### config.mk
export PLATFORM = sky130hd
export DESIGN_NAME = ahb_cmd_master_flat
export DESIGN_NICKNAME = d
export VERILOG_FILES = /design/src/rtl/ahb_pkg.sv /design/src/rtl/ahb_cmd_master_if.sv /design/src/rtl/ahb_cmd_master.sv /design/src/flat_wrapper.sv
export SDC_FILE = /design/constraint.sdc
export NUM_CORES = 1
export LEC_CHECK = 0
export ABC_AREA = 1
export ABC_CLOCK_PERIOD_IN_PS = 2000
export CAP_MARGIN = 15
export CORE_MARGIN = 8
export CORE_UTILIZATION = 63
export CTS_BUF_LIST = sky130_fd_sc_hd__clkbuf_16
export CTS_CLUSTER_SIZE = 30
export DETAILED_ROUTE_END_ITERATION = 8
export DONT_BUFFER_PORTS = 1
export PLACE_DENSITY = 0.79
export SLEW_MARGIN = 0
export SYNTH_ARGS = -nofsm -noshare
export SYNTH_HDL_FRONTEND = slang
export SYNTH_SLANG_ARGS = --single-unit
### constraint.sdc
create_clock -name hclk -period 2 [get_ports hclk]
set_clock_uncertainty 0.05 [all_clocks]
set_input_delay 0.5 -clock hclk [delete_from_list [all_inputs] [get_ports hclk]]
set_output_delay 0.5 -clock hclk [all_outputs]
set_load 0.02 [all_outputs]
### src/rtl/ahb_pkg.sv
`default_nettype none
// +----------------------------------------------------------------------+
// | ahb_pkg : AHB-Lite encodings and transfer-size helpers                |
// | Rev 1.0                                                               |
// +----------------------------------------------------------------------+
package ahb_pkg;

  localparam logic [1:0] HTRANS_IDLE   = 2'b00;
  localparam logic [1:0] HTRANS_BUSY   = 2'b01;
  localparam logic [1:0] HTRANS_NONSEQ = 2'b10;
  localparam logic [1:0] HTRANS_SEQ    = 2'b11;

  localparam logic [1:0] HRESP_OKAY    = 2'b00;
  localparam logic [1:0] HRESP_ERROR   = 2'b01;
  localparam logic [1:0] HRESP_RETRY   = 2'b10;
  localparam logic [1:0] HRESP_SPLIT   = 2'b11;

  localparam logic [2:0] HSIZE_BYTE    = 3'b000;
  localparam logic [2:0] HSIZE_HALF    = 3'b001;
  localparam logic [2:0] HSIZE_WORD    = 3'b010;

  localparam logic [2:0] HBURST_SINGLE = 3'b000;

  // The slave datapath is one word wide, so wider size codes collapse to WORD.
  function automatic logic [2:0] clamp_size(input logic [2:0] size);
    return (size > HSIZE_WORD) ? HSIZE_WORD : size;
  endfunction

  function automatic logic [1:0] align_lo(input logic [1:0] lo, input logic [2:0] size);
    logic [1:0] res;
    case (clamp_size(size))
      HSIZE_HALF: res = {lo[1], 1'b0};
      HSIZE_WORD: res = 2'b00;
      default:    res = lo;
    endcase
    return res;
  endfunction

endpackage
`default_nettype wire

### src/rtl/ahb_cmd_master_if.sv
`default_nettype none
// +----------------------------------------------------------------------+
// | ahb_cmd_master_if : command, response and AHB-Lite bus signal bundle  |
// | Rev 1.0                                                               |
// +----------------------------------------------------------------------+
interface ahb_cmd_master_if #(
  parameter int ADDR_W = 32,
  parameter int DATA_W = 32
);
  logic              cmd_valid;
  logic              cmd_ready;
  logic              cmd_write;
  logic [ADDR_W-1:0] cmd_addr;
  logic [2:0]        cmd_size;
  logic [DATA_W-1:0] cmd_wdata;

  logic              rsp_valid;
  logic              rsp_write;
  logic [DATA_W-1:0] rsp_rdata;
  logic              rsp_err;

  logic              hsel;
  logic [ADDR_W-1:0] haddr;
  logic              hwrite;
  logic [2:0]        hsize;
  logic [2:0]        hburst;
  logic [1:0]        htrans;
  logic              hready;
  logic [DATA_W-1:0] hwdata;
  logic              hready_resp;
  logic [1:0]        hresp;
  logic [DATA_W-1:0] hrdata;

  modport master (
    input  cmd_valid, cmd_write, cmd_addr, cmd_size, cmd_wdata,
    input  hready_resp, hresp, hrdata,
    output cmd_ready, rsp_valid, rsp_write, rsp_rdata, rsp_err,
    output hsel, haddr, hwrite, hsize, hburst, htrans, hready, hwdata
  );

  modport slave (
    output cmd_valid, cmd_write, cmd_addr, cmd_size, cmd_wdata,
    output hready_resp, hresp, hrdata,
    input  cmd_ready, rsp_valid, rsp_write, rsp_rdata, rsp_err,
    input  hsel, haddr, hwrite, hsize, hburst, htrans, hready, hwdata
  );
endinterface
`default_nettype wire

### src/rtl/ahb_cmd_master.sv
`default_nettype none
// +----------------------------------------------------------------------+
// | ahb_cmd_master : valid/ready command to pipelined AHB-Lite SINGLEs    |
// | Rev 1.0                                                               |
// +----------------------------------------------------------------------+
module ahb_cmd_master
  import ahb_pkg::*;
#(
  parameter int ADDR_W = 32,
  parameter int DATA_W = 32
) (
  input  logic                hclk,
  input  logic                hreset,
  ahb_cmd_master_if.master    bus
);

  // Address-phase stage
  logic              r_a_valid;
  logic              r_a_write;
  logic [ADDR_W-1:0] r_a_addr;
  logic [2:0]        r_a_size;
  logic [DATA_W-1:0] r_a_wdata;

  // Data-phase stage
  logic              r_d_valid;
  logic              r_d_write;
  logic [DATA_W-1:0] r_d_wdata;

  logic              r_rsp_valid;
  logic              r_rsp_write;
  logic [DATA_W-1:0] r_rsp_rdata;
  logic              r_rsp_err;

  logic w_adv;
  logic w_err;
  logic w_nonseq;
  logic w_cmd_ready;
  logic w_accept;
  logic w_done;

  // Any non-OKAY response spans two cycles; A stays IDLE across both so it
  // is re-presented cleanly once the failing data phase has retired.
  assign w_adv       = bus.hready_resp;
  assign w_err       = r_d_valid & (bus.hresp != HRESP_OKAY);
  assign w_nonseq    = r_a_valid & ~w_err;
  assign w_cmd_ready = ~hreset & (~r_a_valid | (w_adv & ~w_err));
  assign w_accept    = bus.cmd_valid & w_cmd_ready;
  assign w_done      = r_d_valid & w_adv;

  always_ff @(posedge hclk) begin
    if (hreset) begin
      r_a_valid <= 1'b0;
      r_a_write <= 1'b0;
      r_a_addr  <= '0;
      r_a_size  <= HSIZE_BYTE;
      r_a_wdata <= '0;
      r_d_valid <= 1'b0;
      r_d_write <= 1'b0;
      r_d_wdata <= '0;
    end else begin
      if (w_accept) begin
        r_a_valid <= 1'b1;
        r_a_write <= bus.cmd_write;
        r_a_addr  <= {bus.cmd_addr[ADDR_W-1:2], align_lo(bus.cmd_addr[1:0], bus.cmd_size)};
        r_a_size  <= clamp_size(bus.cmd_size);
        r_a_wdata <= bus.cmd_wdata;
      end else if (w_adv & w_nonseq) begin
        r_a_valid <= 1'b0;
      end

      if (w_adv) begin
        r_d_valid <= w_nonseq;
        r_d_write <= r_a_write;
        r_d_wdata <= r_a_wdata;
      end
    end
  end

  always_ff @(posedge hclk) begin
    if (hreset) begin
      r_rsp_valid <= 1'b0;
      r_rsp_write <= 1'b0;
      r_rsp_rdata <= '0;
      r_rsp_err   <= 1'b0;
    end else begin
      r_rsp_valid <= w_done;
      r_rsp_write <= w_done & r_d_write;
      r_rsp_rdata <= (w_done & ~r_d_write) ? bus.hrdata : '0;
      r_rsp_err   <= w_done & (bus.hresp != HRESP_OKAY);
    end
  end

  // Outputs are forced quiet for the whole time hreset is high.
  assign bus.cmd_ready = w_cmd_ready;
  assign bus.rsp_valid = ~hreset & r_rsp_valid;
  assign bus.rsp_write = ~hreset & r_rsp_write;
  assign bus.rsp_rdata = hreset ? '0 : r_rsp_rdata;
  assign bus.rsp_err   = ~hreset & r_rsp_err;

  assign bus.hsel   = ~hreset & r_a_valid;
  assign bus.haddr  = hreset ? '0 : r_a_addr;
  assign bus.hwrite = ~hreset & r_a_write;
  assign bus.hsize  = hreset ? HSIZE_BYTE : r_a_size;
  assign bus.hburst = HBURST_SINGLE;
  assign bus.htrans = (~hreset & w_nonseq) ? HTRANS_NONSEQ : HTRANS_IDLE;
  assign bus.hready = bus.hready_resp;
  assign bus.hwdata = hreset ? '0 : r_d_wdata;

endmodule
`default_nettype wire

### src/flat_wrapper.sv
// flat-port wrapper written by rule: the top's interface ports become plain ports
module ahb_cmd_master_flat import ahb_pkg::*;
#(
  parameter int ADDR_W = 32,
  parameter int DATA_W = 32
)
  (hclk, hreset, bus_cmd_valid, bus_cmd_write, bus_cmd_addr, bus_cmd_size, bus_cmd_wdata, bus_hready_resp, bus_hresp, bus_hrdata, bus_cmd_ready, bus_rsp_valid, bus_rsp_write, bus_rsp_rdata, bus_rsp_err, bus_hsel, bus_haddr, bus_hwrite, bus_hsize, bus_hburst, bus_htrans, bus_hready, bus_hwdata);
  ahb_cmd_master_if #(.ADDR_W(ADDR_W), .DATA_W(DATA_W)) bus_i ();
  input  logic hclk;
  input  logic hreset;
  input wire logic [$bits(bus_i.cmd_valid)-1:0] bus_cmd_valid;
  input wire logic [$bits(bus_i.cmd_write)-1:0] bus_cmd_write;
  input wire logic [$bits(bus_i.cmd_addr)-1:0] bus_cmd_addr;
  input wire logic [$bits(bus_i.cmd_size)-1:0] bus_cmd_size;
  input wire logic [$bits(bus_i.cmd_wdata)-1:0] bus_cmd_wdata;
  input wire logic [$bits(bus_i.hready_resp)-1:0] bus_hready_resp;
  input wire logic [$bits(bus_i.hresp)-1:0] bus_hresp;
  input wire logic [$bits(bus_i.hrdata)-1:0] bus_hrdata;
  output wire logic [$bits(bus_i.cmd_ready)-1:0] bus_cmd_ready;
  output wire logic [$bits(bus_i.rsp_valid)-1:0] bus_rsp_valid;
  output wire logic [$bits(bus_i.rsp_write)-1:0] bus_rsp_write;
  output wire logic [$bits(bus_i.rsp_rdata)-1:0] bus_rsp_rdata;
  output wire logic [$bits(bus_i.rsp_err)-1:0] bus_rsp_err;
  output wire logic [$bits(bus_i.hsel)-1:0] bus_hsel;
  output wire logic [$bits(bus_i.haddr)-1:0] bus_haddr;
  output wire logic [$bits(bus_i.hwrite)-1:0] bus_hwrite;
  output wire logic [$bits(bus_i.hsize)-1:0] bus_hsize;
  output wire logic [$bits(bus_i.hburst)-1:0] bus_hburst;
  output wire logic [$bits(bus_i.htrans)-1:0] bus_htrans;
  output wire logic [$bits(bus_i.hready)-1:0] bus_hready;
  output wire logic [$bits(bus_i.hwdata)-1:0] bus_hwdata;
  assign bus_i.cmd_valid = bus_cmd_valid;
  assign bus_i.cmd_write = bus_cmd_write;
  assign bus_i.cmd_addr = bus_cmd_addr;
  assign bus_i.cmd_size = bus_cmd_size;
  assign bus_i.cmd_wdata = bus_cmd_wdata;
  assign bus_i.hready_resp = bus_hready_resp;
  assign bus_i.hresp = bus_hresp;
  assign bus_i.hrdata = bus_hrdata;
  assign bus_cmd_ready = bus_i.cmd_ready;
  assign bus_rsp_valid = bus_i.rsp_valid;
  assign bus_rsp_write = bus_i.rsp_write;
  assign bus_rsp_rdata = bus_i.rsp_rdata;
  assign bus_rsp_err = bus_i.rsp_err;
  assign bus_hsel = bus_i.hsel;
  assign bus_haddr = bus_i.haddr;
  assign bus_hwrite = bus_i.hwrite;
  assign bus_hsize = bus_i.hsize;
  assign bus_hburst = bus_i.hburst;
  assign bus_htrans = bus_i.htrans;
  assign bus_hready = bus_i.hready;
  assign bus_hwdata = bus_i.hwdata;
  ahb_cmd_master #(.ADDR_W(ADDR_W), .DATA_W(DATA_W)) u_core (.hclk(hclk), .hreset(hreset), .bus(bus_i));
endmodule
==> results of run 1 <==
-- final cells by class --
| type | instances | area [sq um] | share of cell area |
|---|---|---|---|
| sequential | 138 | 2763 | 0.4462 |
| inverter | 176 | 660.6 | 0.1067 |
| multi-input combinational | 455 | 1909 | 0.3084 |
| clock buffer | 17 | 425.4 | 0.06871 |
| timing repair buffer | 12 | 102.6 | 0.01657 |
| tap | 108 | 135.1 | 0.02183 |
| clock inverter | 15 | 195.2 | 0.03153 |
-- per-layer routing --
metal,vias up,share of wire
met5,-,0
met4,0,0.015
met3,16,0.11
met2,163,0.49
met1,2017,0.38
li1,2354,-
-- flip-flops by register name, summed over array words and instances, names as in the netlist, 3 cells and up --
name,cells
u_core.r_a_addr,32
u_core.r_a_size,3
u_core.r_a_wdata,32
u_core.r_d_wdata,32
u_core.r_rsp_rdata,32
-- power groups by stage --
stage / Combinational [mW] / Clock, mW / Sequential (mW)
global placement: 0.463 / 0 / 3.00
CTS: 0.485 / 3.30 / 2.95
global route: 0.545 / 3.44 / 2.96
floorplan: 0.470 / 0 / 3.00
finish: 0.482 / 3.26 / 2.95
detailed placement: 0.479 / 0 / 3.01
-- layout by cell type (no fill, tap or decap), types with 4 or more instances in the layout --
cell,instances
nand2_1,136
clkbuf_16,17
dfxtp_1,138
nor2_1,171
o21ai_0,34
a21oi_1,34
buf_4,11
inv_6,4
inv_1,177
bufinv_16,4
nand3_1,66
o21ai_1,4
conb_1,4
-- timing repair --
item / in CTS / in global routing
endpoints found under the setup margin: 0 / 1
resized for setup: 0 / 1
hold buffers: 0 / 0
-- how the worst max path moves through the flow --
stage                     start                   end  slack, ps  depth (start not counted)
5_1_grt        u_core.r_a_valid         bus_htrans[1]        -30                          5
4_1_cts        u_core.r_a_valid         bus_htrans[1]         40                          5
2_1_floorplan            hreset         bus_htrans[1]         50                          4
6_report       u_core.r_a_valid         bus_htrans[1]         60                          5
3_5_place_dp       bus_hresp[1]  u_core.r_a_wdata[31]        220                          6
3_3_place_gp       bus_hresp[1]  u_core.r_a_wdata[21]        270                          6
-- metrics by stage --
step           area [sq um]  power (mW)  setup TNS, ps  hold slack, ps
6_report               6191       6.696              0           141.8
3_3_place_gp           5568       3.466              0           385.5
4_1_cts                6188       6.741              0           116.1
2_1_floorplan          5610       3.466              0           376.9
3_5_place_dp           5568       3.488              0           389.5
5_1_grt                6191       6.945         -28.75           119.1
-- logic make-up (layout without fill, tap and decap cells) --
family | Yosys count | after routing | share of synthesized area
and+or+nand+nor | 378 | 378 | 0.2706
buffers and inverters | 230 | 220 | 0.1680
DFF | 138 | 138 | 0.4934
AOI/OAI and AO/OA | 73 | 73 | 0.06726
other | 1 | 4 | 0.0006697
-- critical path: cells and delay by family, from the launching register on --
family,cells,cell delay (ps)
flip-flops,1,400
buffers and inverters,3,320
AND/OR/NAND/NOR,2,270
==> impl_metrics.toml, run 1 <==
[floorplanning]
die_x_um = 110.3
initial_core_util = 0.6452
die_h_um = 110.3
io_pins = 217
coreArea_sq_um = 8678
rows = 34
die-area_sq_um = 12160

[detailed_routing]
drc = 0
drtAntennaViolNets = 0
drt_iter0_markers = 300
drt-wirelength-per-cell_um = 14.69
vias_per_cell = 4.940
totalWireLength_mm = 13.53
dr.pass1.iters = 5
dr_total_vias = 4550

[final_layout]
drive_above_1_share = 0.05658
layout.cells.non_filler = 921
area_growth_pct = 10.57
antenna_cells = 0
layout.nets = 906
fin_util = 0.7134
fillers = 733

[grt]
antenna_found_initial = 0
grt_max_degree = 139
grt_overflow = 0
grt_pass1_wl_mm = 20.51
met3_usage = 0.09593
track_usage = 0.2147
grt.busiest_layer = "met2"
met1_usage = 0.2370
grt_pass1_vias = 4242
grtUsageMet2 = 0.3528

[cts]
path_clk_slew_ps = 60
postCtsSetupBuffers = 0
cts_tree = "done"
htreeDepth = 4
cts_root_buf = "clkbuf_16"
cts.sinks = 138
worstSkewPairLatency_ps = 400
numCtsBuffers = 17
clockBufferDepth = 2

[placement]
dp_cells = 889
preCtsSetupSlack_ps = 217.0
hpwl_mm = 9.141
gp_congestion = 0.7710
port-buffer-count = 0

[timing]
tightest_slew_ps = 548.5
setup_violations = 0
fin_crit_sh = 0.9693
layout_setup_ws_ps = 61.34
fin_crit_ps = 1939
hold_violations = 0
fmax_ghz = 0.5158
slew_headroom = 0.6330
drv_slew = 0

[pwr]
pwr-share-comb = 0.072
p_clk_frac = 0.487
p_per_area_nw_per_um2 = 1082
seq_power_share = 0.441
netSwitchingPower_mw = 1.568
p_leak_nw = 2.965
swShare = 0.2341
power.internal_mw = 5.128
peakVddDrop_uv = 630.8

[job]
drv_cap = 0

[synth]
ys_top_cells_by_area = "dfxtp_1 49%, inv_1 12%, nor2_1 12%"
synthCells = 820
yosysSeqAreaShare = 0.4934
synthArstFlopShare = 0
synth_common_cells = "176 x inv_1, 172 x nor2_1, 138 x dfxtp_1"
postSynthAreaPerCell_sq_um = 6.828
synth_area_leader_cell = "dfxtp_1"
synth_edf_count = 0
yosysTopAreaCellShare = 0.4934
yosys_warnings = 0
synth_area_sq_um = 5599
ys_seq_elements = 138
synth.most_common_cell = "inv_1"
synth.distinct_cells = 17
ys.flop_type = "dfxtp_1"

[setup_path]
max_stage_delay_ps = 400
worstPathMaxFanout = 3
reg2reg_depth = 6
crit_arrival_ps = 1390
worstSetupStartpointType = "flop"
cpMaxStageDelayCell = "dfxtp_1"
worstPathRequired_ps = 1450
worst_r2r_endpoint = "u_core.r_a_addr[25]"
r2r-start = "u_core.r_d_valid"
crit_path_end_kind = "output port"
crit_chain = "inv_1 > nor2_2 > inv_1 > nor2_1 > buf_4"
critPathKind = "flop to output port"
reg2reg_setup_slack_ps = 420
path_common_cell = "inv_1"

[min_path]
hp-class = "input port to flop"
holdPathStages = 1
hold_start = "bus_hready_resp"
hold_end = "u_core.r_d_wdata[23]"

[status]
status = "finished, final reports clean"
No activity file was read; power rests on OpenSTA's default activity.
==> run 2: changes to the inputs <==
- SKIP_CTS_REPAIR_TIMING: unset -> 1
==> results of run 2 <==
The final DEF is identical to that of run 1; final timing and power are the same.
